<file path="src/rtl/alu_share_arbiter_pkg.sv">
// ---------------------------------------------------------------------------
// alu_share_arbiter_pkg
// Shared definitions for the ALU-sharing arbiter: the opcode set understood
// by the shared 4-bit ALU and the state encodings of the transaction FSM.
// No ports; imported by alu_share_arbiter and rr_pick.
// ---------------------------------------------------------------------------
package alu_share_arbiter_pkg;

    typedef logic [2:0] opcode_t;

    // ALU opcodes; 3'b110 and 3'b111 are illegal and flag an error
    localparam opcode_t OP_ADD  = 3'b000;
    localparam opcode_t OP_SUB  = 3'b001;
    localparam opcode_t OP_AND  = 3'b010;
    localparam opcode_t OP_XOR  = 3'b011;
    localparam opcode_t OP_CAT  = 3'b100;
    localparam opcode_t OP_RAND = 3'b101;

    // Transaction FSM states
    localparam logic [1:0] ST_IDLE = 2'd0;
    localparam logic [1:0] ST_EXEC = 2'd1;
    localparam logic [1:0] ST_RESP = 2'd2;

endpackage

</file>
<file path="src/rtl/alu_share_arbiter_rr_pick.sv">
// ---------------------------------------------------------------------------
// rr_pick
// Combinational round-robin selector. Starting just after the requester that
// won last time, it finds the first asserted request (wrapping modulo NREQ).
// Ports:
//   i_req     [NREQ-1:0]  pending requests
//   i_last    [IDW-1:0]   id of the previous winner
//   o_onehot  [NREQ-1:0]  one-hot winner (all zero when no request)
//   o_id      [IDW-1:0]   index of the winner (0 when no request)
// ---------------------------------------------------------------------------
module rr_pick
    import alu_share_arbiter_pkg::*;
#(
    parameter int NREQ = 4,
    parameter int IDW  = 2
) (
    input  logic [NREQ-1:0] i_req,
    input  logic [IDW-1:0]  i_last,
    output logic [NREQ-1:0] o_onehot,
    output logic [IDW-1:0]  o_id
);

    // IDW+1 bits hold any value up to 2*NREQ-1, enough for start + offset
    localparam logic [IDW:0] NREQ_W = (IDW+1)'(NREQ);

    logic [2*NREQ-1:0] w_dbl;
    logic [NREQ-1:0]   w_rot;
    logic [IDW:0]      w_shamt;
    logic [IDW:0]      w_off;
    logic [IDW:0]      w_sum;

    // Rotate the request vector so the highest-priority requester lands in
    // bit 0, take the lowest set bit, then map the offset back to an index.
    always_comb begin
        w_dbl   = {i_req, i_req};
        w_shamt = {1'b0, i_last} + (IDW+1)'(1);
        w_rot   = NREQ'(w_dbl >> w_shamt);
        w_off   = '0;
        for (int j = NREQ - 1; j >= 0; j--) begin
            if (w_rot[j]) begin
                w_off = (IDW+1)'(j);
            end
        end
        w_sum = w_shamt + w_off;
        if (w_sum >= NREQ_W) begin
            w_sum = w_sum - NREQ_W;
        end
        o_id     = IDW'(w_sum);
        o_onehot = NREQ'(1) << o_id;
        if (i_req == '0) begin
            o_id     = '0;
            o_onehot = '0;
        end
    end

endmodule

</file>
<file path="src/rtl/alu_share_arbiter.sv">
// ---------------------------------------------------------------------------
// alu_share_arbiter
// Shares one 4-bit ALU between NREQ requesters. A round-robin pick in IDLE
// latches the winner's operands and opcode, EXEC evaluates the ALU and
// registers the 8-bit result, RESP holds it under a valid/ready handshake.
// Ports:
//   i_clk, i_rst          clock; asynchronous active-high reset
//   i_req   [NREQ-1:0]    per-requester request
//   i_a_in  [4*NREQ-1:0]  operand A, requester i at [4i+3:4i]
//   i_b_in  [4*NREQ-1:0]  operand B, same packing
//   i_op_in [3*NREQ-1:0]  opcode, requester i at [3i+2:3i]
//   o_grant [NREQ-1:0]    one-cycle one-hot grant pulse
//   o_busy                high while the FSM is not idle
//   o_rsp_valid/i_rsp_ready  response handshake
//   o_rsp_id/o_rsp_data/o_rsp_err  response payload
// ---------------------------------------------------------------------------
module alu_share_arbiter
    import alu_share_arbiter_pkg::*;
#(
    parameter int NREQ = 4,
    parameter int IDW  = 2
) (
    input  logic              i_clk,
    input  logic              i_rst,
    input  logic [NREQ-1:0]   i_req,
    input  logic [4*NREQ-1:0] i_a_in,
    input  logic [4*NREQ-1:0] i_b_in,
    input  logic [3*NREQ-1:0] i_op_in,
    output logic [NREQ-1:0]   o_grant,
    output logic              o_busy,
    output logic              o_rsp_valid,
    input  logic              i_rsp_ready,
    output logic [IDW-1:0]    o_rsp_id,
    output logic [7:0]        o_rsp_data,
    output logic              o_rsp_err
);

    logic [1:0]      r_state;
    logic [IDW-1:0]  r_last;
    logic [3:0]      r_a;
    logic [3:0]      r_b;
    opcode_t         r_op;
    logic [IDW-1:0]  r_id;
    logic [NREQ-1:0] r_grant;
    logic            r_rspValid;
    logic [IDW-1:0]  r_rspId;
    logic [7:0]      r_rspData;
    logic            r_rspErr;

    logic [NREQ-1:0] w_pickOneHot;
    logic [IDW-1:0]  w_pickId;
    logic [7:0]      w_aluData;
    logic            w_aluErr;

    rr_pick #(
        .NREQ (NREQ),
        .IDW  (IDW)
    ) u_pick (
        .i_req    (i_req),
        .i_last   (r_last),
        .o_onehot (w_pickOneHot),
        .o_id     (w_pickId)
    );

    // Shared ALU on the latched operands; operands are zero-extended to the
    // 8-bit result width so subtraction wraps modulo 256.
    always_comb begin
        w_aluData = 8'h00;
        w_aluErr  = 1'b0;
        case (r_op)
            OP_ADD:  w_aluData = {4'h0, r_a} + {4'h0, r_b};
            OP_SUB:  w_aluData = {4'h0, r_a} - {4'h0, r_b};
            OP_AND:  w_aluData = {4'h0, r_a & r_b};
            OP_XOR:  w_aluData = {4'h0, r_a ^ r_b};
            OP_CAT:  w_aluData = {r_a, r_b};
            OP_RAND: w_aluData = {7'b0, &r_a};
            default: w_aluErr  = 1'b1;
        endcase
    end

    // Transaction FSM. The pointer starts at NREQ-1 so requester 0 has top
    // priority after reset. Requests are only sampled in IDLE; anything
    // raised during EXEC/RESP simply waits.
    always_ff @(posedge i_clk or posedge i_rst) begin
        if (i_rst) begin
            r_state    <= ST_IDLE;
            r_last     <= IDW'(NREQ - 1);
            r_a        <= '0;
            r_b        <= '0;
            r_op       <= OP_ADD;
            r_id       <= '0;
            r_grant    <= '0;
            r_rspValid <= 1'b0;
            r_rspId    <= '0;
            r_rspData  <= '0;
            r_rspErr   <= 1'b0;
        end else begin
            case (r_state)
                ST_IDLE: begin
                    if (i_req != '0) begin
                        r_a     <= i_a_in[4*w_pickId +: 4];
                        r_b     <= i_b_in[4*w_pickId +: 4];
                        r_op    <= i_op_in[3*w_pickId +: 3];
                        r_id    <= w_pickId;
                        r_last  <= w_pickId;
                        r_grant <= w_pickOneHot;
                        r_state <= ST_EXEC;
                    end
                end
                ST_EXEC: begin
                    r_grant    <= '0;
                    r_rspData  <= w_aluData;
                    r_rspErr   <= w_aluErr;
                    r_rspId    <= r_id;
                    r_rspValid <= 1'b1;
                    r_state    <= ST_RESP;
                end
                ST_RESP: begin
                    if (r_rspValid && i_rsp_ready) begin
                        r_rspValid <= 1'b0;
                        r_state    <= ST_IDLE;
                    end
                end
                default: begin
                    r_grant    <= '0;
                    r_rspValid <= 1'b0;
                    r_state    <= ST_IDLE;
                end
            endcase
        end
    end

    assign o_grant     = r_grant;
    assign o_busy      = (r_state != ST_IDLE);
    assign o_rsp_valid = r_rspValid;
    assign o_rsp_id    = r_rspId;
    assign o_rsp_data  = r_rspData;
    assign o_rsp_err   = r_rspErr;

endmodule

</file>
<file path="config.mk">
export PLATFORM = sky130hd
export DESIGN_NAME = alu_share_arbiter
export DESIGN_NICKNAME = d
export VERILOG_FILES = /design/src/rtl/alu_share_arbiter_pkg.sv /design/src/rtl/alu_share_arbiter_rr_pick.sv /design/src/rtl/alu_share_arbiter.sv
export SDC_FILE = /design/constraint.sdc
export NUM_CORES = 1
export LEC_CHECK = 0
export CAP_MARGIN = 25
export CORE_MARGIN = 5
export CORE_UTILIZATION = 53
export CTS_BUF_LIST = sky130_fd_sc_hd__clkbuf_2 sky130_fd_sc_hd__clkbuf_4 sky130_fd_sc_hd__clkbuf_8
export CTS_CLUSTER_SIZE = 30
export DETAILED_ROUTE_END_ITERATION = 10
export PLACE_DENSITY = 0.86
export SYNTH_ARGS = -nofsm -noshare
export SYNTH_HDL_FRONTEND = slang
export SYNTH_SLANG_ARGS = --single-unit
</file>
<file path="constraint.sdc">
create_clock -name i_clk -period 3.85 [get_ports i_clk]
set_input_delay 0.77 -clock i_clk [delete_from_list [all_inputs] [get_ports i_clk]]
set_output_delay 0.77 -clock i_clk [all_outputs]
set_load 0.01 [all_outputs]
</file>
==> summary.txt <==
Outcome
  • Status: complete, no violations

Global route
  • Vias in the first global route: between 2000 and 2500
  • First-pass GRT wire length: approximately 9500 um
  • Largest net degree at the start of global routing: 23
  • Initial antenna violation count: 0
  • Overall Global Routing Usage: around a fifth
  • Grt ovf: 0

Setup path
  • CP arrival: around 3.5 ns
  • Worst Setup End Kind: flip-flop
  • CP Data Required Time: 4.02 ns
  • CP max FO: 9
  • Worst r2r src: r_last[1]
  • Worst setup path end: r_a[0]
  • Internal reg-to-reg setup slack: 1.24 ns
  • Startpoint Class: primary input
  • Worst r2r path cells: 10
  • Worst r2r dst: r_a[0]
  • Setup CP Type: in -> reg
  • Worst setup startpoint: i_req[1]

Timing
  • Clock skew: about 0.0096 ns
  • Worst Tran Pin Value: ~0.58 ns
  • Setup violators final: 0
  • Final Hold Vio Count: 0
  • Fin crit period: 3.34 ns
  • Slew Limit Headroom: between 60% and 70%
  • Fin. max-slew vios: 0
  • Setup tns final: 0 ns
  • RSZ-0062 raised after global routing: false
  • Max Fclk: around 300 MHz
  • Tcrit/Tclk final: slightly below 90%

Power
  • Peak VDD IR: a little under 0.5 mV
  • Leak: roughly 1.3 nW
  • PD cells: a little over 900 nW/um^2

Drt
  • DR vias: slightly above 2000
  • Wire per inst: 16.0 um
  • DR iter-0 viols: roughly 160
  • DRC viols: 0
  • Routed vias/inst: roughly 5.7
  • Antenna-violating nets left: 0
  • Total Wirelength: roughly 5800 um
  • Length of the first detailed-routing pass in iterations: 4

Run
  • Max-cap violations: 0

Synth
  • Syn avg cell area: ~9.7 um^2
  • Mapped Area: 2370 um^2
  • Most common cell in the netlist: nand2_1
  • Post-synth EDFFs: 0
  • Post-synth top cells: nand2_1 (33), dfrtp_1 (31), nor2_1 (19)
  • Yosys reg bits: 33
  • FFs w/ async S/R, synth: between 90% and 100%
  • Yosys warns: 0
  • Main synth FF type: dfrtp_1
  • Syn nets: 307
  • Top post-synthesis cells by area: dfrtp_1 (33%), o221ai_2 (7.0%), mux2_2 (6.6%)
  • Synth top area share: 32.7%
  • Area leader, netlist: dfrtp_1
  • Sequential area share after synthesis: between 30% and 40%
  • Count of cell types in the netlist: slightly below 50
  • Gate Count Post-Synth: between 200 and 250

Finish
  • Share of layout cells above drive strength 1: between 10% and 20%
  • Syn-to-layout area delta: 34.8%
  • Fill count: about 320
  • Inserted Diodes: 0
  • Final nets: 370
  • Final instance area: between 3000 and 4000 um^2

Die
  • FP Rows: 24
  • DIE HEIGHT: between 70 and 80 um
  • Horiz. Die Dim: 76.9 um
  • Initial Utilization: about 55%
  • DIE AREA: about 5900 um^2
  • CORE AREA: around 4400 um^2
  • IO Pins: 68

Placed design
  • Gp weighted congestion: roughly 0.88
  • Hpwl dp: 4360 um
  • Placed Instance Area: around 3000 um^2
  • Port Buffer Count: 67

Clock network
  • CTS buffer count: 5
  • Resized cells post-CTS: 0
  • TritonCTS clock tree: done
  • Post-CTS setup repair buffer count: 0
  • Number of clock sinks: 33
  • Clock root buffer: clkbuf_8
  • Clock slew at reported path FFs: 0.07 ns
  • CTS hold repair buffers: 0
  • Clock Latency Late Sink: between 0.2 and 0.3 ns
  • H-tree depth: 2
  • CTS Buffer Depth: 2

Min path
  • Min-Delay Path Class: reg -> reg
## state kept, by name, indices dropped and copies added, names as in the netlist
signal	cells
o_rsp_err	1
r_op	3
r_state	2
o_rsp_valid	1
o_grant	4
r_a	4
r_b	4
o_rsp_data	8
r_id	2
r_last	2
o_rsp_id	2
## metrics by stage
stage	util (%)	power (mW)	hold slack [ns]	std cells	setup slack [ns]
6_report	73.5	2.96	0.477	361	0.512
5_1_grt	73.5	3.20	0.511	361	0.261
4_1_cts	73.5	2.97	0.484	361	0.512
3_5_place_dp	70.8	2.61	0.470	353	0.206
3_3_place_gp	70.1	2.53	0.463	352	0.363
2_1_floorplan	-	2.15	0.452	245	1.18
## cells by family (layout without fill, tap and decap cells)
kind of cell	count (synthesis)	in the layout	share of synthesized area [%]
XOR/XNOR	5	5	2.16
adder cells (fa/ha/maj)	11	11	6.43
AND/OR/NAND/NOR	69	69	13.1
AO/OA/AOI/OAI	76	76	28.2
multiplexers	19	19	8.75
flip-flops	33	33	34.9
buffers and inverters	32	96	6.43
## worst max-delay path, cell delays in order
cell and delay [ns]:
clkdlybuf4s50_1 0.60, inv_1 0.08, o21ai_0 0.16, a21oi_1 0.09
o32ai_1 0.28, ha_1 0.21, xor2_1 0.39, nor3b_1 0.26
mux2i_1 0.18, buf_4 0.23, o221ai_2 0.20, a2bb2oi_2 0.07
## layout make-up
cell class / count / area [um^2] / area share, %
Inverter: 15 / 58.8 / 1.84
Multi-Input combinational cell: 180 / 1390 / 43.5
Timing Repair Buffer: 73 / 736 / 23.0
Tap cell: 52 / 65.1 / 2.03
Sequential cell: 33 / 828 / 25.9
Clock inverter: 1 / 30.0 / 0.938
Clock buffer: 7 / 90.1 / 2.81
## layout by cell type, fill, tap and decap left out, types with 3 or more instances in the layout
master / count
a21o_1: 3
mux2_2: 14
buf_4: 5
dfrtp_1: 31
nand2b_1: 3
a21oi_1: 12
clkbuf_8: 6
a2bb2oi_2: 10
clkdlybuf4s50_1: 67
nor2_1: 19
mux2i_1: 5
nand2_1: 33
a22oi_1: 3
inv_1: 14
o221ai_2: 11
ha_1: 9
a31oi_1: 5
o21ai_0: 16
or2_1: 3
## worst min path at each step
| stage | start | endpoint | slack, ns | cells after the start |
|---|---|---|---|---|
| CTS | o_rsp_data[7] | o_rsp_data[7] | 0.48 | 2 |
| detailed placement | o_rsp_data[7] | o_rsp_data[7] | 0.47 | 2 |
| floorplan | r_id[1] | r_id[1] | 0.45 | 2 |
| global route | o_rsp_data[7] | o_rsp_data[7] | 0.51 | 2 |
| finish | o_rsp_data[7] | o_rsp_data[7] | 0.48 | 2 |
| global placement | o_rsp_data[7] | o_rsp_data[7] | 0.46 | 2 |
## routing by layer
layer / wire [um] / vias up / global-route usage [%]
li1: - / 1003 / -
met1: 2390 / 972 / 23.9
met2: 2900 / 75 / 33.5
met3: 377 / 11 / 4.57
met4: 109 / 0 / 7.34
met5: 0 / - / 0
## power by group
group	switching, mW	leakage, nW	internal (mW)
Clock	0.123	0.0619	0.218
Combinational	0.970	0.856	0.916
Sequential	0.218	0.407	0.519
Power figures use the tool's default switching activity.
